[config.mk]
export PLATFORM = sky130hd
export DESIGN_NAME = glyph_plotter
export DESIGN_NICKNAME = d
export VERILOG_FILES = /design/src/rtl/glyph_plotter.sv
export SDC_FILE = /design/constraint.sdc
export NUM_CORES = 1
export LEC_CHECK = 0
export ABC_CLOCK_PERIOD_IN_PS = 3750
export CAP_MARGIN = 20
export CORE_ASPECT_RATIO = 0.6
export CORE_MARGIN = 2
export CORE_UTILIZATION = 41
export DETAILED_ROUTE_END_ITERATION = 10
export PLACE_DENSITY = 0.79
export SLEW_MARGIN = 20
export SYNTH_ARGS = -nofsm -noshare
export SYNTH_HDL_FRONTEND = slang
export SYNTH_SLANG_ARGS = --single-unit
[constraint.sdc]
create_clock -name CLOCK_50 -period 3.75 [get_ports CLOCK_50]
set_clock_uncertainty 0.1 [all_clocks]
set_input_delay 0.5625 -clock CLOCK_50 [delete_from_list [all_inputs] [get_ports CLOCK_50]]
set_output_delay 0.5625 -clock CLOCK_50 [all_outputs]
set_load 0.01 [all_outputs]
[src/rtl/glyph_plotter.sv]
// Renders one 8x8 glyph per request as a stream of single-pixel writes, fetching
// each glyph row from a one-cycle-latency font ROM. Optional macro: TRANSPARENT_BG_EN.
module glyph_plotter #(
    parameter int unsigned CELL_COLS = 40,
    parameter int unsigned CELL_ROWS = 30
) (
    input  logic        CLOCK_50,
    input  logic        reset,
    input  logic        char_valid,
    output logic        char_ready,
    input  logic [7:0]  char_code,
    input  logic [5:0]  cell_col,
    input  logic [4:0]  cell_row,
    input  logic [2:0]  fg_colour,
    input  logic [2:0]  bg_colour,
    output logic [10:0] font_addr,
    input  logic [7:0]  font_data,
    output logic [8:0]  x,
    output logic [7:0]  y,
    output logic [2:0]  colour,
    output logic        plot,
    output logic        done
);

    typedef enum logic [1:0] {IDLE, FETCH, WAIT, DRAW} state_t;

    state_t      state_q;
    logic [7:0]  char_q;
    logic [5:0]  col_q;
    logic [4:0]  row_q;
    logic [2:0]  fg_q;
    logic [2:0]  bg_q;
    logic [2:0]  glyph_row_q;
    logic [2:0]  pix_q;
    logic [7:0]  shift_q;
    logic [8:0]  x_q;
    logic [7:0]  y_q;
    logic [2:0]  colour_q;
    logic        plot_q;
    logic        done_q;
    logic        ready_q;
    logic        out_of_range_c;

    assign out_of_range_c = (32'(cell_col) >= CELL_COLS) || (32'(cell_row) >= CELL_ROWS);

    // Clear glyph bits are skipped when the background is left untouched.
    function automatic logic pix_plot(input logic glyph_bit);
`ifdef TRANSPARENT_BG_EN
        return glyph_bit;
`else
        return 1'b1 | glyph_bit;
`endif
    endfunction

    always_ff @(posedge CLOCK_50 or posedge reset) begin
        if (reset) begin
            state_q     <= IDLE;
            char_q      <= 8'd0;
            col_q       <= 6'd0;
            row_q       <= 5'd0;
            fg_q        <= 3'd0;
            bg_q        <= 3'd0;
            glyph_row_q <= 3'd0;
            pix_q       <= 3'd0;
            shift_q     <= 8'd0;
            x_q         <= 9'd0;
            y_q         <= 8'd0;
            colour_q    <= 3'd0;
            plot_q      <= 1'b0;
            done_q      <= 1'b0;
            ready_q     <= 1'b1;
        end else begin
            done_q <= 1'b0;
            case (state_q)
                IDLE: begin
                    if (char_valid) begin
                        char_q <= char_code;
                        col_q  <= cell_col;
                        row_q  <= cell_row;
                        fg_q   <= fg_colour;
                        bg_q   <= bg_colour;
                        if (out_of_range_c) begin
                            done_q <= 1'b1;
                        end else begin
                            glyph_row_q <= 3'd0;
                            ready_q     <= 1'b0;
                            state_q     <= FETCH;
                        end
                    end
                end
                FETCH: state_q <= WAIT;
                // Outputs are registered, so pixel 0 is loaded straight from the ROM
                // and the shift register keeps only the remaining seven bits.
                WAIT: begin
                    shift_q  <= {font_data[6:0], 1'b0};
                    pix_q    <= 3'd0;
                    x_q      <= {col_q, 3'd0};
                    y_q      <= {row_q, glyph_row_q};
                    colour_q <= font_data[7] ? fg_q : bg_q;
                    plot_q   <= pix_plot(font_data[7]);
                    state_q  <= DRAW;
                end
                DRAW: begin
                    if (pix_q == 3'd7) begin
                        plot_q <= 1'b0;
                        if (glyph_row_q != 3'd7) begin
                            glyph_row_q <= glyph_row_q + 3'd1;
                            state_q     <= FETCH;
                        end else begin
                            ready_q <= 1'b1;
                            done_q  <= 1'b1;
                            state_q <= IDLE;
                        end
                    end else begin
                        pix_q    <= pix_q + 3'd1;
                        x_q      <= {col_q, pix_q + 3'd1};
                        colour_q <= shift_q[7] ? fg_q : bg_q;
                        plot_q   <= pix_plot(shift_q[7]);
                        shift_q  <= {shift_q[6:0], 1'b0};
                    end
                end
                default: state_q <= IDLE;
            endcase
        end
    end

    assign char_ready = ready_q;
    assign font_addr  = {char_q, glyph_row_q};
    assign x          = x_q;
    assign y          = y_q;
    assign colour     = colour_q;
    assign plot       = plot_q;
    assign done       = done_q;

endmodule

==> Word-level counts from Yosys, hierarchy flattened <==
Index checks and enable logic that the tools add are counted.
{ "classes": {"addsub": 2, "magnitude_cmp": 2, "eq_ne": 11, "muxes": 32, "n_reduce_logical": 9} }
{ "ops": {"columns": ["operator", "n"], "rows": [
  ["$mux W3", 8],
  ["$pmux W3 S2", 3],
  ["$pmux W9 S2", 1],
  ["$pmux W8 S2", 1],
  ["$ne A2 B2 Y1 const B", 6],
  ["$mux W1", 10],
  ["$reduce_and A5 Y1", 2],
  ["$mux W9", 1],
  ["$mux W8", 1],
  ["$pmux W2 S4", 1],
  ["$add A3 B1 Y3 const B", 2],
  ["$ge A6 B6 Y1 const B", 1],
  ["$mux W2", 3],
  ["$pmux W1 S2", 3],
  ["$ge A5 B5 Y1 const B", 1],
  ["$eq A2 B2 Y1 const B", 2],
  ["$reduce_and A2 Y1", 2],
  ["$reduce_bool A2 Y1", 2],
  ["$eq A3 B3 Y1 const B", 1],
  ["$ne A3 B3 Y1 const B", 1],
  ["$reduce_and A3 Y1", 1],
  ["$eq A2 B1 Y1 const B", 1],
  ["$logic_not A2 Y1", 1],
  ["$logic_or A1 B1 Y1", 1]
]} }
{ "totals": {"ff_bits": 64, "input_bits": 36, "output_inout_bits": 34, "elab_cells": 71} }

==> Depth between registers and ports, before layout <==
{ "depth": {"depth_word": 5, "ltp_mapped": 7, "ltp_nobuf": 6} }

==> Worst setup path after synthesis <==
OpenSTA, ideal clock, no wires.
{ "synth_timing": {"kind": "register to register", "start": "register pix_q[0]", "end": "register state_q[1]", "arrival_ps": 1447, "required_ps": 3525, "path_slack_ps": 2078, "stages_incl_launch_ff": 6, "n_path_buf": 0, "cell_sequence": "dfrtp_1 > ha_1 > ha_1 > and2b_4 > nor2_2 > mux2_4"} }
{ "synth_between": {"elab_chain_len": 3} }
{ "synth_rtl": {"columns": ["item", "line_no", "source"], "rows": [
  ["start: declaration", "34", "logic [2:0] pix_q;"],
  ["start signal: assignment", "115", "pix_q <= pix_q + 3'd1;"],
  ["$eq A3 B3 Y1", "104", "if (pix_q == 3'd7) begin"],
  ["$ne A2 B2 Y1 (no source line)", null, null],
  ["$reduce_and A3 Y1 (no source line)", null, null],
  ["end signal: assignment", "101", "state_q <= DRAW;"],
  ["end signal: assignment", "108", "state_q <= FETCH;"],
  ["end signal: assignment", "112", "state_q <= IDLE;"],
  ["end: declaration", "27", "state_t state_q;"]
]} }
No other way between the ends.
A chain may end at the register's enable or synchronous reset.

==> Worst setup path in the final report <==
{ "layout_timing": {"start": "register state_q[1]", "end": "register x_q[8] (netlist: x[8])"} }
{ "layout_between": {"elab_chain_len": 3} }
{ "layout_rtl": {"columns": ["item", "line_no", "source"], "rows": [
  ["start signal: assignment", "57", "state_q <= IDLE;"],
  ["start signal: assignment", "87", "state_q <= FETCH;"],
  ["start signal: assignment", "91", "FETCH: state_q <= WAIT;"],
  ["$eq A2 B2 Y1", "74", "case (state_q)"],
  ["$ne A2 B2 Y1 (no source line) / $reduce_bool A2 Y1 (equally long branches)", null, null],
  ["$reduce_and A2 Y1 (no source line)", null, null],
  ["end signal: assignment", "97", "x_q <= {col_q, 3'd0};"],
  ["end signal: assignment", "116", "x_q <= {col_q, pix_q + 3'd1};"],
  ["end: declaration", "36", "logic [8:0] x_q;"]
]} }
Parallel ways exist; a longest one is shown, timed or not.

==> out/qor.txt <==
Hold Startpoint: shift_q[2]$_DFFE_PP0P_
FMAX: 434 MHz
Total CTS buffers: 9
Crit-path max cell delay: 0.73 ns
Tot Pwr: 2.98 mW
Reg2Reg Depth: 4
Flops & latches, synth: 60
Post-Synth Simple-Gate Area: 0.0502
Hold Path Sink: shift_q[2]$_DFFE_PP0P_
Hold Crit Class: flop to flop
Largest net degree at the start of global routing: 33
Root buffer cell: clkbuf_8
Layout area overhead: 38.6%
CP Launch Type: flop
GPL Wtd Cong: 0.736
Critical-path top delay cell: ha_1
Pwr dens: 838 nW/um^2
Yosys top cell area share: 0.576
Pleak: 1.55 nW
Post-Syn Area: 2560 um^2
Req. time, crit path: 3.87 ns
Rel. slew slack: 0.444
Layout cell share with drive strength beyond 1: 0.282
Fin. Hold Viols: 0
Outcome: completed
DP Wirelength: 3650 um
Filler Cells Inserted: 523
Slew of the pin with the lowest slew margin: 0.834 ns
XOR/XNOR Fraction of Synth Area: 0
Hold path cells: 2
Starting density of the core: 0.422
Fin area: 3550 um^2
Die H: 65.3 um
Mapped Cells: 179
Ports: 70
Cell internal pwr: 2.05 mW
Total track usage: 0.164
Yosys top cell by area: dfrtp_1
P_sw: 935 uW
Final max-slew violation count: 0
Clk_lat worst skew: 0.34 ns
Detail Route Antenna Nets: 0
# Max-Cap Violations: 0
Drt total wl: 5090 um
Sequential cell area: 1500 um^2
Post-Place Setup Slack: 1.46 ns
Post-CTS Hold Fix Bufs: 0
CTS Buffer Depth: 2
Min cycle time layout: 2.31 ns
Setup violators final: 0
FF-to-FF End: x[8]$_DFFE_PP0P_
TritonCTS clock tree: yes
Multi-input logic area: 997 um^2
Syn Area/Cell: 14.3 um^2
# rows: 22
Drt first pass iters: 4
Seq pwr share: 0.374
RSZ-0062 raised after global routing: false
Worst Path Max Fanout: 28
CTS HTree Levels: 3
CP Capture Type: flop
Sw Ratio: 0.314
Adder-Cell Fraction of Synth Area: 0.0390
Reg2reg start: state_q[1]$_DFFE_PP0P_
Critical path cell sequence: ha_1 > nand2_2 > o21ai_4 > mux2_2
Clock Pin Slew Worst Setup and Hold Paths: 0.07 ns
Post-synthesis compound-gate area fraction: 0.0678
Most common library cells after synthesis: dfrtp_1 (59), mux2_2 (40), mux2i_1 (10)
Syn Nets: 223
CTS sink count: 60
Iteration-0 DRC Markers: 44
DRC Markers: 0
Fin nets: 298
Via/cell ratio: 4.85
Number of synthesized flops with an enable pin: 0
Main synth FF type: dfrtp_1
Fin worst setup slack: 1.44 ns
Setup TNS: 0 ns
DR WL/cell: 14.8 um
Die area: 6930 um^2
Synth unique cells: 34
Combinational Power Share: 0.411
VDD IR max: 361 uV
Multiplexer share of the synthesized area: 0.232
Asr flop ratio synth: 1.00
Setup CP Type: flop to flop
Placed instance area: 3330 um^2
Antenna violations before repair: 0
Die Wd: 106 um
Finished Core Util: 0.584
Final std cells w/o fill: 343
Final hold slack: 0.390 ns
PostCTS Resize Cnt: 0
Count leader, synth: dfrtp_1
Grt ovf: 0
Ys Warns: 0
First-pass GRT wire length: 8530 um
Flop-to-flop setup slack: 1.44 ns
Number of setup buffers added after CTS: 0
Final period utilization: 0.615
Vias in the first global route: 1769
Critical path startpoint: state_q[1]$_DFFE_PP0P_
Clock power frac: 0.216
Seq/Total Area, Yosys: 0.586
# placed instances: 327
Main combinational cell family by area after synthesis: multiplexers
Diode count: 0
Via Count: 1662
Port Buf Inserts: 69
Core Box Area: 6080 um^2
Largest cells by area after synthesis: dfrtp_1 (58%), mux2_2 (18%), ha_1 (3.9%), mux2i_1 (3.9%), a22o_1 (1.4%)
Crit path DAT: 2.42 ns
-- placed cells by master (no fill, tap or decap), types with 4 or more instances in the layout --
cell type and instances:
a22o_1 4, clkbuf_8 10, clkdlybuf4s50_1 69, dfrtp_1 59
ha_1 8, inv_1 4, mux2_2 40, mux2i_1 10
nand2_1 9, o21ai_0 7, o21ai_1 4
-- final cells by class --
class / count / area share
sequential: 60 / 0.423
multi-input combinational: 107 / 0.281
timing repair buffer: 71 / 0.199
clock buffer: 10 / 0.0387
tap: 84 / 0.0296
clock inverter: 6 / 0.0246
inverter: 5 / 0.00528
-- metal layers --
metal,track usage,part of all wire
met5,0,0
met3,0.0675,0.059
met4,0.0592,0.011
met1,0.209,0.47
met2,0.254,0.46
-- power by group through the flow --
stage,Sequential (mW),Combinational [mW],Clock (mW)
floorplan,1.15,0.737,0
global placement,1.11,1.20,0
detailed placement,1.12,1.24,0
CTS,1.12,1.24,0.661
global route,1.15,1.34,0.694
finish,1.11,1.22,0.643
-- worst max-delay path: cells and delay by family (launching register included) --
kind,cells,cell delay [ns]
DFF,1,0.41
adders and majority gates,1,0.73
and+or+nand+nor,1,0.19
muxes,1,0.41
AOI/OAI and AO/OA,1,0.34
-- flip-flops by register name (all words and copies together), names as in the netlist, 2 cells and up --
register,cells
bg_q,3
char_q,8
col_q,6
colour,3
fg_q,3
glyph_row_q,3
pix_q,2
row_q,5
shift_q,7
state_q,2
x,7
y,8
-- worst max-delay path by stage --
stage,slack (ns),depth (start not counted),end
final,1.44,4,x[8]$_DFFE_PP0P_
after global routing,1.27,4,x[8]$_DFFE_PP0P_
after CTS,1.44,4,x[8]$_DFFE_PP0P_
after detailed placement,1.46,4,x[8]$_DFFE_PP0P_
after global placement,1.50,4,x[3]$_DFFE_PP0P_
after floorplan,1.60,1,bg_q[0]$_DFFE_PP0P_
-- cells by family (layout without fill, tap and decap cells) --
| logic type | Yosys count | count (layout) |
|---|---|---|
| and+or+nand+nor | 23 | 23 |
| buffers and inverters | 12 | 92 |
| muxes | 53 | 53 |
| AOI/OAI and AO/OA | 23 | 23 |
| adders and majority gates | 8 | 8 |
| DFF | 60 | 60 |
Power figures use the tool's default switching activity.
